$ cat src/rtl/bcd_arb_pkg.sv
// Shared constants and FSM encoding for the round-robin BCD conversion arbiter.
package bcd_arb_pkg;
  localparam int BIN_W      = 20;
  localparam int BCD_DIGITS = 6;
  localparam int BCD_W      = 4 * BCD_DIGITS;
  localparam int BCD_MAX    = 999999;

  typedef enum logic [1:0] {
    IDLE = 2'd0,
    CONV = 2'd1,
    DONE = 2'd2
  } state_t;
endpackage

$ cat src/rtl/bcd_dabble_core.sv
// Double-dabble binary-to-BCD core: one add-3/shift step per cycle, done pulses on the last step.
// A start pulse reloads the shift register; no backpressure, the result holds until the next start.
module bcd_dabble_core #(
  parameter int BIN_W = 20
) (
  input  logic             sys_clk,
  input  logic             sys_rst,
  input  logic             start,
  input  logic [BIN_W-1:0] bin,
  output logic             done,
  output logic [23:0]      bcd
);
  import bcd_arb_pkg::*;

  localparam int CW = $clog2(BIN_W + 1);

  logic [BCD_W+BIN_W-1:0] sr;
  logic [BCD_W+BIN_W-1:0] adj;
  logic [CW-1:0]          cnt;
  logic                   run;

  always_comb begin
    adj = sr;
    for (int d = 0; d < BCD_DIGITS; d++) begin
      if (adj[BIN_W+4*d +: 4] > 4'd4)
        adj[BIN_W+4*d +: 4] = adj[BIN_W+4*d +: 4] + 4'd3;
    end
  end

  assign done = run && (cnt == CW'(BIN_W - 1));
  assign bcd  = sr[BIN_W +: BCD_W];

  always_ff @(posedge sys_clk or posedge sys_rst) begin
    if (sys_rst) begin
      sr  <= '0;
      cnt <= '0;
      run <= 1'b0;
    end else if (start) begin
      sr  <= {{BCD_W{1'b0}}, bin};
      cnt <= '0;
      run <= 1'b1;
    end else if (run) begin
      sr  <= {adj[BCD_W+BIN_W-2:0], 1'b0};
      cnt <= cnt + CW'(1);
      if (done)
        run <= 1'b0;
    end
  end
endmodule

$ cat src/rtl/bcd_conv_arbiter.sv
// Round-robin arbiter feeding a shared double-dabble converter; result valid BIN_W+1 cycles after ack.
// Requests are level-held until ack and only sampled while idle, one grant per BIN_W+2 cycles.
module bcd_conv_arbiter #(
  parameter int N_REQ = 3,
  parameter int BIN_W = 20
) (
  input  logic                   sys_clk,
  input  logic                   sys_rst,
  input  logic [N_REQ-1:0]       req,
  input  logic [N_REQ*BIN_W-1:0] data_in,
  output logic [N_REQ-1:0]       ack,
  output logic [23:0]            bcd_data,
  output logic                   bcd_valid,
  output logic [1:0]             bcd_src,
  output logic                   bcd_ovf,
  output logic                   busy
);
  import bcd_arb_pkg::*;

  state_t           state, state_nxt;
  logic [1:0]       last_grant;
  logic [1:0]       winner;
  logic             grant;
  logic             ovf_q;
  logic             ovf_calc;
  logic [BIN_W-1:0] bin_sel;
  logic [N_REQ-1:0] ack_nxt;
  logic             core_done;
  logic [23:0]      core_bcd;

  // Search starts one past the previous winner so every requester gets a turn.
  always_comb begin
    int  idx;
    logic found;
    winner = last_grant;
    found  = 1'b0;
    idx    = 0;
    for (int k = 1; k <= N_REQ; k++) begin
      idx = (int'(last_grant) + k) % N_REQ;
      if (!found && req[idx]) begin
        winner = 2'(idx);
        found  = 1'b1;
      end
    end
  end

  assign grant    = (state == IDLE) && (|req);
  assign bin_sel  = data_in[int'(winner)*BIN_W +: BIN_W];
  assign ovf_calc = 32'(bin_sel) >= 32'(BCD_MAX + 1);
  assign busy     = (state != IDLE);

  always_comb begin
    ack_nxt = '0;
    if (grant)
      ack_nxt[winner] = 1'b1;
  end

  always_comb begin
    state_nxt = state;
    case (state)
      IDLE:    if (grant) state_nxt = CONV;
      CONV:    if (core_done) state_nxt = DONE;
      DONE:    state_nxt = IDLE;
      default: state_nxt = IDLE;
    endcase
  end

  always_ff @(posedge sys_clk or posedge sys_rst) begin
    if (sys_rst)
      state <= IDLE;
    else
      state <= state_nxt;
  end

  always_ff @(posedge sys_clk or posedge sys_rst) begin
    if (sys_rst) begin
      last_grant <= 2'(N_REQ - 1);
      ovf_q      <= 1'b0;
      ack        <= '0;
      bcd_valid  <= 1'b0;
      bcd_data   <= '0;
      bcd_src    <= '0;
      bcd_ovf    <= 1'b0;
    end else begin
      ack       <= ack_nxt;
      bcd_valid <= (state == DONE);
      if (grant) begin
        last_grant <= winner;
        ovf_q      <= ovf_calc;
      end
      if (state == DONE) begin
        bcd_data <= ovf_q ? 24'h999999 : core_bcd;
        bcd_src  <= last_grant;
        bcd_ovf  <= ovf_q;
      end
    end
  end

  bcd_dabble_core #(.BIN_W(BIN_W)) u_core (
    .sys_clk (sys_clk),
    .sys_rst (sys_rst),
    .start   (grant),
    .bin     (bin_sel),
    .done    (core_done),
    .bcd     (core_bcd)
  );
endmodule

$ cat config.mk
export PLATFORM = sky130hd
export DESIGN_NAME = bcd_conv_arbiter
export DESIGN_NICKNAME = d
export VERILOG_FILES = /design/src/rtl/bcd_arb_pkg.sv /design/src/rtl/bcd_dabble_core.sv /design/src/rtl/bcd_conv_arbiter.sv
export SDC_FILE = /design/constraint.sdc
export NUM_CORES = 1
export LEC_CHECK = 0
export ABC_CLOCK_PERIOD_IN_PS = 4000
export CORE_AREA = 2 2 145 147
export DETAILED_ROUTE_END_ITERATION = 6
export DIE_AREA = 0 0 147 149
export HOLD_SLACK_MARGIN = 0.15
export MAX_ROUTING_LAYER = met4
export PLACE_DENSITY_LB_ADDON = 0.3
export SETUP_SLACK_MARGIN = 0.02
export SLEW_MARGIN = 20
export SYNTH_ARGS = -nofsm -noshare
export SYNTH_HDL_FRONTEND = slang
export SYNTH_HIERARCHICAL = 1
export SYNTH_SLANG_ARGS = --single-unit
$ cat constraint.sdc
create_clock -name sys_clk -period 4 [get_ports sys_clk]
set_input_delay 1 -clock sys_clk [delete_from_list [all_inputs] [get_ports sys_clk]]
set_output_delay 1 -clock sys_clk [all_outputs]
set_load 0.02 [all_outputs]
==> results of run 1 <==
## routing by layer
metal / wire [um] / global-route usage
met1: 5980 / 0.1533
met3: 283 / 0.01865
met2: 6014 / 0.1967
met5: 0 / -
met4: 178 / 0.04327
## how the worst min path moves through the flow
stage | from | end | slack (ns) | cells past startpoint
5_1_grt | bcd_data[19]$_DFFE_PP0P_ | bcd_data[19]$_DFFE_PP0P_ | 0.51 | 2
3_5_place_dp | bcd_data[0]$_DFFE_PP0P_ | bcd_data[0]$_DFFE_PP0P_ | 0.47 | 2
6_report | bcd_data[21]$_DFFE_PP0P_ | bcd_data[21]$_DFFE_PP0P_ | 0.48 | 2
4_1_cts | bcd_data[0]$_DFFE_PP0P_ | bcd_data[0]$_DFFE_PP0P_ | 0.49 | 2
2_1_floorplan | u_core/sr[19]$_DFFE_PP0P_ | u_core/sr[20]$_DFFE_PP0P_ | 0.49 | 2
3_3_place_gp | bcd_data[15]$_DFFE_PP0P_ | bcd_data[15]$_DFFE_PP0P_ | 0.46 | 2
## power groups by stage
stage               Clock, mW  Sequential (mW)  Combinational, mW
floorplan                   0             1.43               2.09
global placement            0             1.48               2.71
finish                  0.865             1.46               2.74
CTS                     0.896             1.47               2.76
global route            0.934             1.52               3.08
detailed placement          0             1.48               2.74
## area by class of cell
class | count | area (sq um)
Fill cell | 2184 | 14040
Multi-Input combinational cell | 404 | 2549
Clock buffer | 11 | 252.7
Timing Repair Buffer | 111 | 1074
Tap cell | 275 | 344.1
Sequential cell | 86 | 2155
Clock inverter | 5 | 56.30
Inverter | 22 | 82.58
## layout by cell type, fill, tap and decap left out, drive strengths merged, types with 3 or more instances in the layout
| master | n |
|---|---|
| nor2b | 7 |
| o2bb2ai | 3 |
| o21ai | 76 |
| nand2b | 19 |
| a21o | 4 |
| clkbuf | 11 |
| nand3 | 10 |
| o21a | 3 |
| a31oi | 11 |
| inv | 23 |
| a311o | 3 |
| or2 | 3 |
| a21oi | 17 |
| nor3 | 4 |
| xor2 | 3 |
| or3 | 13 |
| mux2i | 38 |
| buf | 15 |
| nand3b | 12 |
| nor2 | 40 |
| a311oi | 5 |
| o211ai | 12 |
| and3 | 3 |
| o311ai | 8 |
| nand2 | 74 |
| ha | 11 |
| clkdlybuf4s50 | 96 |
| dfrtp | 85 |
| o2111ai | 3 |
## through the flow
stage	instance area, sq um	worst slack (ns)
CTS	6513	0.5275
global placement	6203	0.1805
detailed placement	6203	0.1628
global route	6513	0.3067
floorplan	5017	0.8294
finish	6513	0.4949
## cells by family after synthesis
group           count (synthesis)  synth area share
compound gates                158            0.2087
xor+xnor                        4          0.006984
fa+ha+maj                      11           0.02743
buf+inv                        58           0.06434
flops                          86            0.4292
mux                            40           0.08030
simple gates                  191            0.1830
## state kept, by name, indices dropped and copies added, names as in the netlist
signal / cells
bcd_src: 2
ovf_q: 1
bcd_data: 24
bcd_ovf: 1
bcd_valid: 1
state: 2
u_core/sr: 44
last_grant: 2
u_core/cnt: 5
ack: 3
u_core/run: 1
## worst min-delay path: stages (launching register included)
cell	delay, ns
sky130_fd_sc_hd__dfrtp_1	0.34
sky130_fd_sc_hd__nand2_1	0.04
sky130_fd_sc_hd__o21ai_0	0.05
==> impl_table.tex, run 1 <==
\begin{tabular}{lr}
\hline
Metric & Value \\
\hline
\multicolumn{2}{l}{\textbf{Logic synthesis}} \\
Register bit count reported by yosys & 86 \\
Post-Synthesis Cell Area & $\sim$5000 sq um \\
Total number of yosys warnings & 6 \\
Area leader, netlist & sky130\_fd\_sc\_hd\_\_dfrtp\_1 \\
Most used standard cell by instance count after synthesis & sky130\_fd\_sc\_hd\_\_dfrtp\_1 \\
Sequential element share of the synthesized area & 0.4292 \\
Number of library cell types mapped by synthesis & 55 \\
Post-synthesis cell count & approximately 550 \\
Leading post-synthesis cells by cell area & sky130\_fd\_sc\_hd\_\_dfrtp\_1, sky130\_fd\_sc\_hd\_\_mux2i\_1, sky130\_fd\_sc\_hd\_\_o21ai\_0 \\
Number of flops mapped to enable cells by yosys & 0 \\
Proportion of synthesized flip-flops having asynchronous set or reset & 1.000 \\
Top cell types by occurrence after synthesis & sky130\_fd\_sc\_hd\_\_dfrtp\_1, sky130\_fd\_sc\_hd\_\_nand2\_1, sky130\_fd\_sc\_hd\_\_o21ai\_0 \\
Syn Nets & about 620 \\
Share of Yosys cell area claimed by the top area cell type & 0.4239 \\
Synthesized area per cell & just over 9 sq um \\
Most used DFF post-synth & sky130\_fd\_sc\_hd\_\_dfrtp\_1 \\
\multicolumn{2}{l}{\textbf{Setup path}} \\
Critical path launch point & req[1] \\
Worst r2r path cells & 10 \\
Startpoint Class & input port \\
Flop2flop setup slack & approximately 0.73 ns \\
Crit-path max cell delay & 0.59 ns \\
Family with the most delay on the worst path & compound AO/OA/AOI/OAI gates \\
Buffer and inverter count on the worst path & 2 \\
FF-to-FF End & ovf\_q\$\_DFFE\_PP0P\_ \\
Data required time at the worst endpoint & about 4.2 ns \\
Reg2reg start & last\_grant[0]\$\_DFFE\_PP0P\_ \\
Arrival time worst endpoint & about 3.7 ns \\
List of cells traversed by the critical path & clkdlybuf4s50\_1, mux2\_2, o211ai\_1, o31a\_1, buf\_4, a31oi\_1, a21oi\_1, o41a\_1, a211o\_1, a41o\_1 \\
Type of element capturing the critical path & register \\
Highest net fanout along the worst path & 8 \\
Worst setup path class & input port to register \\
Max stage delay cell, worst path & sky130\_fd\_sc\_hd\_\_clkdlybuf4s50\_1 \\
Number of logic stages on the critical path including buffering & 10 \\
Worst Setup EP & ovf\_q\$\_DFFE\_PP0P\_ \\
\multicolumn{2}{l}{\textbf{Power and ir drop}} \\
Clock network power share & 0.171 \\
Total internal power & 2.913 mW \\
Overall power after layout & approximately 5.1 mW \\
Static Leakage & between 2 and 3 nW \\
Sequential group share of total power & 0.288 \\
Sw Pwr & around 2.2 mW \\
Fraction of power spent switching nets & 0.4251 \\
Peak supply drop & $\sim$0.25 mV \\
Share of power burned in combinational logic & 0.541 \\
Pwr/cell area & 778.2 nW/um\^{}2 \\
\multicolumn{2}{l}{\textbf{STA}} \\
Setup TNS Final & 0 ns \\
Fin Clk Skew & roughly 0.0074 ns \\
Final cycle utilization of the critical path & 0.8763 \\
Worst slew margin & 0.3706 \\
Final number of hold-violating endpoints & 0 \\
Setup repair after global routing missed its margin & no \\
Setup violation total in the final timing report & 0 \\
Post-route worst hold slack & between 0.4 and 0.5 ns \\
Fin crit period & 3.505 ns \\
Final Slew Violations & 0 \\
Slew at the pin closest to its max-slew limit & about 0.94 ns \\
Achievable frequency & about 290 MHz \\
\multicolumn{2}{l}{\textbf{Clock tree}} \\
Setup fix buffers added after clock tree synthesis & 0 \\
TritonCTS clock tree & done \\
Buffer type at the clock tree root & sky130\_fd\_sc\_hd\_\_clkbuf\_16 \\
Clock insertion delay at the later pin of the skew report & approximately 0.34 ns \\
Clock-pin slew reported for the worst setup and hold paths after clock tree synthesis & approximately 0.06 ns \\
Total of cells resized after clock tree synthesis & 0 \\
Number of hold buffers added after CTS & 0 \\
CTS H-tree lvls & 3 \\
Worst-case clock buffer depth & 2 \\
Total clock sinks & 86 \\
Cts bufs inserted & 9 \\
\multicolumn{2}{l}{\textbf{Floorplanning}} \\
Die area & 21900 sq um \\
Effective utilization at floorplan & 0.2441 \\
Floorplan Core Area & between 20000 and 25000 sq um \\
Number of top-level pins & 97 \\
Overall die width & 147 um \\
Site row count & between 50 and 60 \\
Die H & approximately 150 um \\
\multicolumn{2}{l}{\textbf{Global routing}} \\
Maximum number of pins on one net before global-route repair & 55 \\
Global-route wire length before repair & 20890 um \\
Tot GR Track Use & 0.1207 \\
Via count of the first global-routing pass & roughly 4100 \\
Overall overflow remaining after global route & 0 \\
Number of antenna violations at the first check in global routing & 0 \\
\multicolumn{2}{l}{\textbf{Placement}} \\
DP Wirelength & approximately 9000 um \\
Quantity of I/O buffers inserted on ports & between 90 and 100 \\
Routability cong. & around 0.85 \\
Placed insts & $\sim$900 \\
\multicolumn{2}{l}{\textbf{Final layout}} \\
Final Core Density & 0.3168 \\
Area growth syn-to-layout & 29.80\% \\
Number of antenna diodes & 0 \\
Layout cell share with drive strength beyond 1 & 0.07981 \\
Final nets & $\sim$700 \\
Post-route non-filler standard cell count & about 900 \\
\multicolumn{2}{l}{\textbf{Run}} \\
Max\_cap viols & 0 \\
\multicolumn{2}{l}{\textbf{Route}} \\
Routed Antenna Nets & 0 \\
Drt first-iter violations & $\sim$170 \\
Drt first pass iters & 4 \\
Number of vias after detailed routing & roughly 4200 \\
Routed length per placed instance & between 10 and 15 um \\
Drc violations & 0 \\
Detailed Route WL & 12460 um \\
Drt via density & between 4 and 5 \\
\multicolumn{2}{l}{\textbf{Outcome}} \\
Status & finished, final reports clean \\
\multicolumn{2}{l}{\textbf{Min path}} \\
Hold/Removal Path Class & register to register \\
\hline
\end{tabular}
(Power assumes the default switching activity.)
==> inputs of run 2 (changes only) <==
--- a/config.mk
+++ b/config.mk
@@ -6,6 +6,7 @@
 export NUM_CORES = 1
 export LEC_CHECK = 0
 export ABC_CLOCK_PERIOD_IN_PS = 4000
+export CAP_MARGIN = 20
 export CORE_AREA = 2 2 145 147
 export DETAILED_ROUTE_END_ITERATION = 6
 export DIE_AREA = 0 0 147 149
==> results of run 2 <==
Final layout, timing and power as in run 1 (identical DEF).
==> inputs of run 3 (changes only) <==
--- a/config.mk
+++ b/config.mk
@@ -10,6 +10,7 @@
 export CORE_AREA = 2 2 145 147
 export DETAILED_ROUTE_END_ITERATION = 6
 export DIE_AREA = 0 0 147 149
+export GPL_ROUTABILITY_DRIVEN = 0
 export HOLD_SLACK_MARGIN = 0.15
 export MAX_ROUTING_LAYER = met4
 export PLACE_DENSITY_LB_ADDON = 0.3
==> results of run 3 <==
Final layout, timing and power as in run 1 (identical DEF).
